## config.mk

```make
export PLATFORM = sky130hd
export DESIGN_NAME = instr_fetch
export DESIGN_NICKNAME = d
export VERILOG_FILES = /design/src/rtl/cpu_pkg.sv /design/src/rtl/fetch_hold_buf.sv /design/src/rtl/instr_fetch.sv
export SDC_FILE = /design/constraint.sdc
export NUM_CORES = 1
export LEC_CHECK = 0
export ABC_AREA = 1
export BUFFER_PORTS_ARGS = -buffer_cell sky130_fd_sc_hd__buf_2
export CAP_MARGIN = 20
export CORE_MARGIN = 1.5
export CORE_UTILIZATION = 50
export DETAILED_ROUTE_END_ITERATION = 10
export PLACE_DENSITY_LB_ADDON = 0.25
export SETUP_SLACK_MARGIN = 0.02
export SYNTH_ARGS = -nofsm -noshare
export SYNTH_HDL_FRONTEND = slang
export SYNTH_SLANG_ARGS = --single-unit
```

## constraint.sdc

```tcl
create_clock -name Clock -period 4.15 [get_ports Clock]
set_input_delay 0.83 -clock Clock [delete_from_list [all_inputs] [get_ports Clock]]
set_output_delay 0.83 -clock Clock [all_outputs]
set_load 0.03 [all_outputs]
```

## src/rtl/cpu_pkg.sv

```systemverilog
// Shared CPU definitions: datapath widths, fetch FSM states, fetch payload and
// the opcode constants the control unit decodes.
package cpu_pkg;

  localparam int unsigned OPCODE_W = 4;
  localparam int unsigned INSTR_W  = 16;
  localparam int unsigned ADDR_W   = 16;

  typedef enum logic [1:0] {
    READY = 2'd0,
    WAIT  = 2'd1,
    DROP  = 2'd2
  } fetchStateT;

  // One fetched instruction together with the address of its successor.
  typedef struct packed {
    logic [INSTR_W-1:0] instr;
    logic [ADDR_W-1:0]  pcPlus2;
  } fetchEntryT;

  localparam logic [OPCODE_W-1:0] OP_ADD = 4'b0000;
  localparam logic [OPCODE_W-1:0] OP_SUB = 4'b0001;
  localparam logic [OPCODE_W-1:0] OP_AND = 4'b0010;
  localparam logic [OPCODE_W-1:0] OP_OR  = 4'b0011;
  localparam logic [OPCODE_W-1:0] OP_LW  = 4'b1000;
  localparam logic [OPCODE_W-1:0] OP_SW  = 4'b1001;
  localparam logic [OPCODE_W-1:0] OP_BEQ = 4'b1111;

  function automatic logic [OPCODE_W-1:0] opcodeOf(input logic [INSTR_W-1:0] instr);
    return instr[INSTR_W-1 -: OPCODE_W];
  endfunction

endpackage

```

## src/rtl/fetch_hold_buf.sv

```systemverilog
// One-entry holding register for an instruction that returned while decode
// was stalled. Clear wins over load; a load in the same cycle as a pop refills.
module fetch_hold_buf
  import cpu_pkg::*;
(
  input  logic       clk,
  input  logic       rst,
  input  logic       load,
  input  fetchEntryT loadEntry,
  input  logic       pop,
  input  logic       clear,
  output logic       full,
  output fetchEntryT entry
);

  always_ff @(posedge clk or posedge rst) begin
    if (rst) begin
      full  <= 1'b0;
      entry <= '0;
    end else if (clear) begin
      full <= 1'b0;
    end else if (load) begin
      full  <= 1'b1;
      entry <= loadEntry;
    end else if (pop) begin
      full <= 1'b0;
    end
  end

endmodule

```

## src/rtl/instr_fetch.sv

```systemverilog
// Fetch stage: owns the PC, issues one instruction-memory read at a time and
// fills the IF/ID register. Define IFETCH_PREFETCH_EN to keep fetching one
// instruction ahead into the hold buffer while decode is stalled.
module instr_fetch
  import cpu_pkg::*;
#(
  parameter logic [ADDR_W-1:0] RESET_PC = 16'h0000,
  parameter int unsigned       PC_STEP  = 2
) (
  input  logic                Clock,
  input  logic                Reset,
  input  logic                Stall,
  input  logic                BranchTaken,
  input  logic [ADDR_W-1:0]   BranchTarget,
  output logic                ImemReq,
  output logic [ADDR_W-1:0]   ImemAddr,
  input  logic                ImemAck,
  input  logic [INSTR_W-1:0]  ImemRdata,
  output logic                IfIdValid,
  output logic [INSTR_W-1:0]  IfIdInstr,
  output logic [ADDR_W-1:0]   IfIdPcPlus2,
  output logic [OPCODE_W-1:0] Opcode
);

`ifdef IFETCH_PREFETCH_EN
  localparam bit PREFETCH = 1'b1;
`else
  localparam bit PREFETCH = 1'b0;
`endif

  fetchStateT         state, stateNext;
  logic [ADDR_W-1:0]  pc, pcNext, pcPlusStep, branchPc;
  logic               ifIdValid, ifIdValidNext;
  logic [INSTR_W-1:0] ifIdInstr, ifIdInstrNext;
  logic [ADDR_W-1:0]  ifIdPcPlus2, ifIdPcPlus2Next;
  logic               holdFull, holdLoad, holdPop, holdClear;
  fetchEntryT         holdEntry, ackEntry;
  logic               permit, imemReq;

  assign pcPlusStep = pc + ADDR_W'(PC_STEP);
  assign branchPc   = BranchTarget & {{(ADDR_W-1){1'b1}}, 1'b0};
  assign ackEntry   = '{instr: ImemRdata, pcPlus2: pcPlusStep};

  assign permit  = !holdFull && !BranchTaken && (!Stall || PREFETCH);
  assign imemReq = (state == READY) && permit && !Reset;

  fetch_hold_buf u_hold (
    .clk      (Clock),
    .rst      (Reset),
    .load     (holdLoad),
    .loadEntry(ackEntry),
    .pop      (holdPop),
    .clear    (holdClear),
    .full     (holdFull),
    .entry    (holdEntry)
  );

  // Next state, PC and IF/ID; a branch overrides stall and flushes everything.
  always_comb begin
    stateNext       = state;
    pcNext          = pc;
    ifIdValidNext   = ifIdValid;
    ifIdInstrNext   = ifIdInstr;
    ifIdPcPlus2Next = ifIdPcPlus2;
    holdLoad        = 1'b0;
    holdPop         = 1'b0;
    holdClear       = 1'b0;

    if (BranchTaken) begin
      pcNext        = branchPc;
      ifIdValidNext = 1'b0;
      holdClear     = 1'b1;
      case (state)
        READY:   stateNext = READY;
        WAIT:    stateNext = ImemAck ? READY : DROP;
        DROP:    stateNext = ImemAck ? READY : DROP;
        default: stateNext = READY;
      endcase
    end else begin
      if (holdFull && !Stall) begin
        ifIdValidNext   = 1'b1;
        ifIdInstrNext   = holdEntry.instr;
        ifIdPcPlus2Next = holdEntry.pcPlus2;
        holdPop         = 1'b1;
      end
      case (state)
        READY: begin
          if (imemReq) stateNext = WAIT;
        end
        WAIT: begin
          if (ImemAck) begin
            stateNext = READY;
            pcNext    = pcPlusStep;
            // A draining hold entry takes IF/ID first; the new word refills the hold.
            if (!holdFull && (!Stall || !ifIdValid)) begin
              ifIdValidNext   = 1'b1;
              ifIdInstrNext   = ImemRdata;
              ifIdPcPlus2Next = pcPlusStep;
            end else begin
              holdLoad = 1'b1;
            end
          end
        end
        DROP: begin
          if (ImemAck) stateNext = READY;
        end
        default: stateNext = READY;
      endcase
    end
  end

  always_ff @(posedge Clock or posedge Reset) begin
    if (Reset) begin
      state       <= READY;
      pc          <= RESET_PC;
      ifIdValid   <= 1'b0;
      ifIdInstr   <= '0;
      ifIdPcPlus2 <= '0;
    end else begin
      state       <= stateNext;
      pc          <= pcNext;
      ifIdValid   <= ifIdValidNext;
      ifIdInstr   <= ifIdInstrNext;
      ifIdPcPlus2 <= ifIdPcPlus2Next;
    end
  end

  assign ImemReq     = imemReq;
  assign ImemAddr    = pc;
  assign IfIdValid   = ifIdValid;
  assign IfIdInstr   = ifIdInstr;
  assign IfIdPcPlus2 = ifIdPcPlus2;
  assign Opcode      = opcodeOf(ifIdInstr);

endmodule

```

==> results of run 1 <==
layer usage:
metal  GRT usage (%)  share of wire, %  up-vias
li1                -                 -     1865
met1            32.7                47     1771
met2            38.2                47       97
met3            4.11               4.3       15
met4            9.08               1.6        0
met5               0                 0        -
synthesized netlist by cell type:
cell type	count
a21oi_1	3
a21oi_4	1
a31oi_1	2
buf_2	6
buf_4	12
buf_6	1
clkbuf_1	5
clkbuf_2	1
clkinv_1	2
conb_1	1
dfrtp_1	82
ha_1	3
inv_1	67
inv_2	5
nand2_1	197
nand2_2	5
nand3_1	33
nand3_2	2
nand4_1	6
nor2_1	16
nor2_2	2
nor2_4	4
o211ai_1	6
o21ai_0	45
o21ai_1	32
o21ai_2	1
o21bai_1	2
o31ai_1	1
xor2_1	3
xor2_2	1
worst paths after layout:
kind                                        startpoint                     endpoint  slack (ps)  cells after the start
setup / recovery                                 Reset                      ImemReq        1430                      5
hold / removal                                   Reset   IfIdPcPlus2[5]$_DFFE_PP0N_         470                      2
setup reg to reg                  state[0]$_DFFE_PP0P_      u_hold.full$_DFFE_PP0P_        2090                      7
hold reg to reg            u_hold.entry[3]$_DFFE_PP0P_  u_hold.entry[3]$_DFFE_PP0P_         480                      2
max in group asynchronous                        Reset  u_hold.entry[6]$_DFFE_PP0P_        2580                      3
min in group Clock         u_hold.entry[3]$_DFFE_PP0P_  u_hold.entry[3]$_DFFE_PP0P_         480                      2
area by class of cell:
type,count,area [µm²]
inverters,74,279
fillers,751,3330
flip-flops and latches,82,2050
well taps,105,131
clock buffers,9,124
multi-input cells,366,1700
clock inverters,7,98.8
repair buffers,90,455
logic make-up after synthesis:
kind of cell	Yosys count	synth area share, %
other	1	0.0896
AO/OA/AOI/OAI	93	12.1
buffers and inverters	99	10.3
XOR/XNOR	4	1.02
flip-flops	82	49.0
adder cells (fa/ha/maj)	3	0.897
AND/OR/NAND/NOR	265	26.5
power by group through the flow:
stage | Combinational, W | Clock (W) | Sequential (W)
after floorplan | 0.000368 | 0 | 0.00143
after global placement | 0.000920 | 0 | 0.00112
after detailed placement | 0.000938 | 0 | 0.00113
after CTS | 0.000941 | 0.000668 | 0.00111
after global routing | 0.00102 | 0.000704 | 0.00114
final | 0.000932 | 0.000657 | 0.00111
state kept, by name (all words and copies together), names as in the netlist:
signal	flops
u_hold.entry	31
IfIdInstr	16
u_hold.full	1
IfIdPcPlus2	16
state	2
ImemAddr	15
IfIdValid	1
metrics by stage:
stage          setup WS, ps  power, W  hold WS [ps]  instance area (µm²)
3_3_place_gp           1250   0.00204           449                 4620
4_1_cts                1380   0.00272           478                 4840
5_1_grt                1250   0.00286           495                 4840
6_report               1430   0.00270           472                 4840
2_1_floorplan           203   0.00180           437                 4190
3_5_place_dp           1210   0.00206           458                 4620
worst reg2reg max path, stage by stage, from the launching register on:
cell	delay (ps)
dfrtp_1	410
ha_1	210
nand2_2	120
inv_2	60
nand2_2	180
nor2_4	120
inv_2	610
o31ai_1	200
==> metrics.txt, run 1 <==
CP max FO=29; post-DP HPWL=between 6000 and 7000 µm; clk sinks=82; pwr dens=558 mW/mm²; vias in the first global route=3481; Worst setup EP type=output port; CTS Buf Count=9; initial antenna violation count=0; crit-path max cell delay=400 ps; Period minus WS final=2720 ps; GRT overflow=0; crit path cell chain=buf_2, clkinv_2, nand4_1, inv_1, buf_2; Max Slew Vio Count=0; Seq cells post-synth=just over 80; Hold Crit Class=primary input to async pin; CTS Buffer Depth=2; placed cells=717; die height=94.5 µm; fin crit share=65.6%; root buffer cell=clkbuf_8; LEAKAGE=between 2 and 2.5 nW; Syn Nets=587; register area share after synthesis=49.0%; hold_buf cts=0; Slew @ Worst Pin=821 ps; CP Launch Type=primary input; die span in x=between 90 and 100 µm; final std cells w/o fill=733; via/cell ratio=5.11; mapped cell area=0.00419 mm²; relative slew slack=between 40% and 50%; cell mode on critical path=buf_2; Layout area overhead=15.7%; switching share of power=between 40 and 50%; post_cts resized=0; Net Sw Power=0.00111 W; Setup Buffers After CTS=0; clock skew=around 12 ps; drt wl/cell=13.5 µm; RSZ-0062 raised after global routing=no; port bufs=88; nets=663; Fmax achieved=367 MHz; area leader, netlist=dfrtp_1; outcome=finished, final reports clean; delay-heaviest family, CP=buffers and inverters; largest net degree at the start of global routing=56; worst path required time=3320 ps; CP arrival=1890 ps; Mean Syn Cell Area=7.65 µm²; CTS tree=done; Ys Warns=0; DRC Markers=0; die area=0.00893 mm²; most common cell after layout, fill and taps aside=nand2_1; TritonRoute pass-1 iters=4; Placeable Area=0.00818 mm²; slowest CP cell=clkinv_2; Clock Power Share=24.3%; Fin Setup TNS=0 ps; Final Util=59.2%; Via Count=3748; Internal=around 0.0016 W; H-tree depth=3; drt total wl=9860 µm; num rows=33; DRT iter0 DRCs=217; io pins=91; total track usage=a little under a quarter; Initial Utilization=51.2%; layout cell share with drive strength beyond 1=20.4%; Clock transition at path regs=around 100 ps; gp weighted congestion=0.859; CP Class=primary input to output port; worst IR drop on VDD=0.000326 V; synthesized instance count=547; top cells by area, synth=dfrtp_1 (49%), nand2_1 (18%), inv_1 (6.0%); final antenna-violating net count=0; area share of the largest cell type after synthesis=roughly half; diodes inserted=0; first-pass GRT wire length=about 17000 µm; Final Hold Viols=0; Logic pwr share=approximately 35%; Netlist cell types=30; worst path bufs/invs=4; most frequent cells in the layout=nand2_1 (197), buf_2 (88), dfrtp_1 (82); Seq pwr share=41.2%; Max Cap Viol=0; Clock Latency Late Sink=360 ps; final setup fails=0
Power figures use the tool's default switching activity.
==> run 2, diff against run 1 <==
--- a/config.mk
+++ b/config.mk
@@ -9,7 +9,7 @@
 export BUFFER_PORTS_ARGS = -buffer_cell sky130_fd_sc_hd__buf_2
 export CAP_MARGIN = 20
 export CORE_MARGIN = 1.5
-export CORE_UTILIZATION = 50
+export CORE_UTILIZATION = 49
 export DETAILED_ROUTE_END_ITERATION = 10
 export PLACE_DENSITY_LB_ADDON = 0.25
 export SETUP_SLACK_MARGIN = 0.02
==> constraint.sdc (replaced) <==
create_clock -name Clock -period 2.2 [get_ports Clock]
set_input_delay 0.44 -clock Clock [delete_from_list [all_inputs] [get_ports Clock]]
set_output_delay 0.44 -clock Clock [all_outputs]
set_load 0.03 [all_outputs]
==> run 2 against run 1 <==
Net effect:
- non-clock buffer count grew 9
- register-to-register slack lost 1700 ps
- via count grew 0.64%
- highest routed layer unchanged
- cell count grew 1.2%
- power grew 82%
- combinational power grew 90%
- die area grew 2.0%
- wire length grew 1.1%
- clock skew grew 7.4 ps
- cell area grew 1.1%
==> metrics.txt, run 2 (same netlist as run 1, synthesis figures left out) <==
io pins=between 90 and 100; worst IR drop on VDD=0.000502 V; clk sinks=slightly above 80; Setup Buffers After CTS=0; worst path required time=1760 ps; first-pass GRT wire length=16500 µm; final instance area=between 0.004 and 0.005 mm²; Fillers=787; TritonRoute pass-1 iters=4; pwr dens=between 1000 and 1500 mW/mm²; diodes inserted=0; Hold Crit Class=primary input to async pin; most common cell after layout, fill and taps aside=nand2_1; Placeable Area=roughly 0.0083 mm²; CTS Buf Count=9; root buffer cell=clkbuf_8; Final Hold Viols=0; Via Count=3772; Fmax achieved=495 MHz; LEAKAGE=2.52 nW; Worst setup EP type=output port; Period minus WS final=2020 ps; die height=between 90 and 100 µm; die span in x=95.4 µm; most frequent cells in the layout=nand2_1 (197), buf_2 (88), dfrtp_1 (82); layout cell share with drive strength beyond 1=between 20% and 30%; Max Cap Viol=0; Post-DP Area=roughly 0.0047 mm²; H-tree depth=3; via/cell ratio=5.08; nets=672; slowest CP cell=dfrtp_1; CTS tree=done; CP max FO=2; Initial Utilization=between 50% and 60%; cell mode on critical path=inv_1; hold_buf cts=0; CP arrival=1580 ps; CP Launch Type=register; num rows=33; drt wl/cell=13.4 µm; drt total wl=9980 µm; total track usage=23.5%; outcome=finished, final reports clean; DRT iter0 DRCs=243; final setup fails=0; GRT overflow=0; CTS Buffer Depth=2; DRC Markers=0; RSZ-0062 raised after global routing=no; Fin Setup TNS=0 ps; gp weighted congestion=roughly 0.87; vias in the first global route=3539; Most flops, register=u_hold.entry; Final Util=59.3%; port bufs=88; Hold WS=215 ps; die area=0.00910 mm²; Clock transition at path regs=80 ps; post-DP HPWL=slightly above 7000 µm; clock skew=19.1 ps; Layout area overhead=16.9%; Clock Latency Late Sink=360 ps; post_cts resized=0; CP Class=register to output port; fin crit share=91.7%; crit-path max cell delay=390 ps; final antenna-violating net count=0; Largest register FFs=31; crit path cell chain=inv_1, ha_1, inv_1, nor2_1, nand4_1, inv_2, buf_2; initial antenna violation count=0; largest net degree at the start of global routing=slightly above 80; Max Slew Vio Count=0
==> run 2: changes by cell type in the layout (fill, tap and decap cells not counted) <==
cell,change
buf_16,+1
buf_4,+8
bufinv_16,-2
clkinv_2,-2
clkinv_4,+1
clkinvlp_4,+2
inv_1,-1
inv_2,+1
inv_8,+1
==> run 2: worst paths after layout <==
path	end	start	cells past startpoint	slack, ps
setup / recovery	ImemReq	state[1]$_DFFE_PP0P_	7	180
hold / removal	u_hold.entry[30]$_DFFE_PP0P_	Reset	3	220
setup reg to reg	u_hold.entry[19]$_DFFE_PP0P_	state[1]$_DFFE_PP0P_	10	370
hold reg to reg	u_hold.entry[5]$_DFFE_PP0P_	u_hold.entry[5]$_DFFE_PP0P_	2	480
max in group asynchronous	IfIdPcPlus2[11]$_DFFE_PP0N_	Reset	4	1390
min in group Clock	ImemAddr[3]$_DFFE_PP0N_	BranchTarget[3]	3	300
==> run 2: stage by stage <==
stage               power, W  std cells  setup slack (ps)
global route         0.00522        742              82.4
global placement     0.00385        725               262
CTS                  0.00495        741               176
detailed placement   0.00391        725               223
floorplan            0.00339        547              -311
finish               0.00491        742               182
==> run 2: metal layers <==
metal	global-route usage [%]	vias to the layer above	share of wire, %
met4	6.99	0	1.3
met3	3.67	11	5.0
li1	-	1884	-
met1	32.8	1776	46
met5	0	-	0
met2	37.9	101	47
==> run 2: area by class of cell <==
| class | instances | area, µm² | share of cell area (%) |
|---|---|---|---|
| tap | 105 | 131 | 2.68 |
| clock inverter | 7 | 61.3 | 1.25 |
| clock buffer | 9 | 124 | 2.53 |
| multi-input combinational | 366 | 1700 | 34.7 |
| inverter | 74 | 282 | 5.75 |
| timing repair buffer | 99 | 543 | 11.1 |
| sequential | 82 | 2050 | 41.9 |
==> run 2: worst max-delay path: cells and delay by family, from the launching register on <==
family / cells / cell delay [ps]
adder cells (fa/ha/maj): 1 / 180
buffers and inverters: 4 / 410
AND/OR/NAND/NOR: 2 / 260
flip-flops: 1 / 390
==> run 2: power breakdown <==
| part | internal (W) | total, W | switching [W] |
|---|---|---|---|
| sequential | 0.00186 | 0.00210 | 0.000239 |
| clock | 0.000432 | 0.00104 | 0.000605 |
| combinational | 0.000511 | 0.00177 | 0.00126 |
==> run 3, diff against run 2 <==
--- a/config.mk
+++ b/config.mk
@@ -11,7 +11,7 @@
 export CORE_MARGIN = 1.5
 export CORE_UTILIZATION = 49
 export DETAILED_ROUTE_END_ITERATION = 10
-export PLACE_DENSITY_LB_ADDON = 0.25
+export PLACE_DENSITY = 0.86
 export SETUP_SLACK_MARGIN = 0.02
 export SYNTH_ARGS = -nofsm -noshare
 export SYNTH_HDL_FRONTEND = slang
==> run 3 against run 2 <==
Net effect:
- setup slack gained 26 ps
- cell count up 0.13%
- combinational power about the same
- sequential share of layout area is 0.40 points lower
- via count increased by 1.2%
- core utilization is 0.58 points higher
- wire length increased by 1.3%
- clock-buffer cell count rose by 2
==> metrics.txt, run 3 (same netlist as run 1, synthesis figures left out) <==
most frequent cells in the layout=nand2_1 (197), buf_2 (88), dfrtp_1 (82); port bufs=approximately 90; Placeable Area=0.00826 mm²; vias in the first global route=3535; diodes inserted=0; die span in x=roughly 95 µm; Tot Pwr=0.00504 W; nets=approximately 670; final instance area=approximately 0.0049 mm²; GRT overflow=0; crit-path max cell delay=410 ps; post_cts resized=0; DRC Markers=0; flop2flop setup slack=roughly 440 ps; initial antenna violation count=0; Seq. cell area=0.00205 mm²; Initial Utilization=50.7%; drt wl/cell=13.6 µm; crit path cell chain=inv_1, ha_1, inv_1, nor2_1, nand4_1, inv_2, buf_2; clock skew=15.8 ps; drt total wl=10100 µm; io pins=91; CTS tree=done; cell mode on critical path=inv_1; multi-input gate area in the final layout=around 0.0017 mm²; Clock transition at path regs=100 ps; LEAKAGE=2.56 nW; Max Cap Viol=0; Most flops, register=u_hold.entry; gp weighted congestion=slightly below 0.9; CP max FO=3; Layout area overhead=18.1%; DRT iter0 DRCs=approximately 250; layout cell share with drive strength beyond 1=between 20% and 30%; first-pass GRT wire length=16300 µm; R2R depth=9; clk sinks=82; num rows=33; Worst setup EP type=output port; H-tree depth=3; slowest CP cell=dfrtp_1; Final Hold Viols=0; CTS Buf Count=9; FF-to-FF End=u_hold.entry[17]$_DFFE_PP0P_; TritonRoute pass-1 iters=5; die height=95.4 µm; Hold Crit Class=primary input to async pin; Setup Buffers After CTS=0; CP arrival=between 1500 and 2000 ps; Via Count=~3800; fin crit share=90.6%; Post-DP Area=0.00470 mm²; post-DP HPWL=between 7000 and 8000 µm; CP Class=register to output port; final setup fails=0; reg-to-reg startpoint=state[0]$_DFFE_PP0P_; worst path required time=1760 ps; largest net degree at the start of global routing=83; CTS Buffer Depth=2; via/cell ratio=5.14; die area=around 0.0091 mm²; most common cell after layout, fill and taps aside=nand2_1; Clock Latency Late Sink=360 ps; RSZ-0062 raised after global routing=no; Period minus WS final=1990 ps; final antenna-violating net count=0; hold_buf cts=0; Fillers=~760; Max Slew Vio Count=0; Fmax achieved=~500 MHz; outcome=finished, final reports clean; root buffer cell=clkbuf_8; worst IR drop on VDD=0.000512 V; pwr dens=1020 mW/mm²; total track usage=23.3%; CP Launch Type=register; Largest register FFs=31
run 3: cell count changes in the layout (fill, tap and decap cells not counted):
cell        delta
buf_12         +1
clkinvlp_4     -2
clkinv_4       +1
bufinv_16      +1
clkbuf_8       +2
clkinv_2       +1
inv_8          -1
inv_6          -2
run 3: worst max path at each step:
stage | start | end | cells after the start
floorplan | Reset | ImemReq | 3
global placement | BranchTaken | u_hold.entry[1]$_DFFE_PP0P_ | 8
detailed placement | BranchTaken | u_hold.entry[25]$_DFFE_PP0P_ | 8
CTS | state[0]$_DFFE_PP0P_ | ImemReq | 7
global route | state[0]$_DFFE_PP0P_ | ImemReq | 7
finish | state[0]$_DFFE_PP0P_ | ImemReq | 7
run 3: area by class of cell:
class | instances | area share (%)
Timing Repair Buffer | 100 | 11.4
Clock buffer | 11 | 3.06
Tap cell | 105 | 2.66
Sequential cell | 82 | 41.5
Inverter | 74 | 5.70
Multi-Input combinational cell | 366 | 34.4
Clock inverter | 5 | 1.24
run 3: stage by stage:
step | hold slack [ps] | util (%) | instances | TNS, ps | worst slack (ps)
finish | 192 | 59.8 | 743 | 0 | 207
global route | 228 | 59.8 | 743 | 0 | 107
detailed placement | 458 | 56.9 | 726 | 0 | 413
global placement | 450 | 56.9 | 726 | 0 | 445
floorplan | 437 | - | 547 | -514 | -311
CTS | 298 | 59.5 | 742 | 0 | 197
run 3: critical path, delay by kind of cell (launching register included):
| kind | cells | cell delay (ps) |
|---|---|---|
| AND/OR/NAND/NOR | 2 | 240 |
| buffers and inverters | 4 | 390 |
| flip-flops | 1 | 410 |
| adder cells (fa/ha/maj) | 1 | 170 |
run 3: per-layer routing:
metal  share of wire (%)  wire length, µm  global-route usage [%]  up-vias
li1                    -                -                       -     1892
met1                  44             4450                    31.1     1774
met2                  48             4810                    37.3      123
met3                 5.2              523                    3.11       29
met4                 3.3              333                    11.9        0
met5                   0                0                       0        -
run 3: power by group:
part	internal [W]	leakage [nW]	switching, W
Combinational	0.000512	1.41	0.00128
Sequential	0.00186	1.03	0.000233
Clock	0.000593	0.110	0.000565
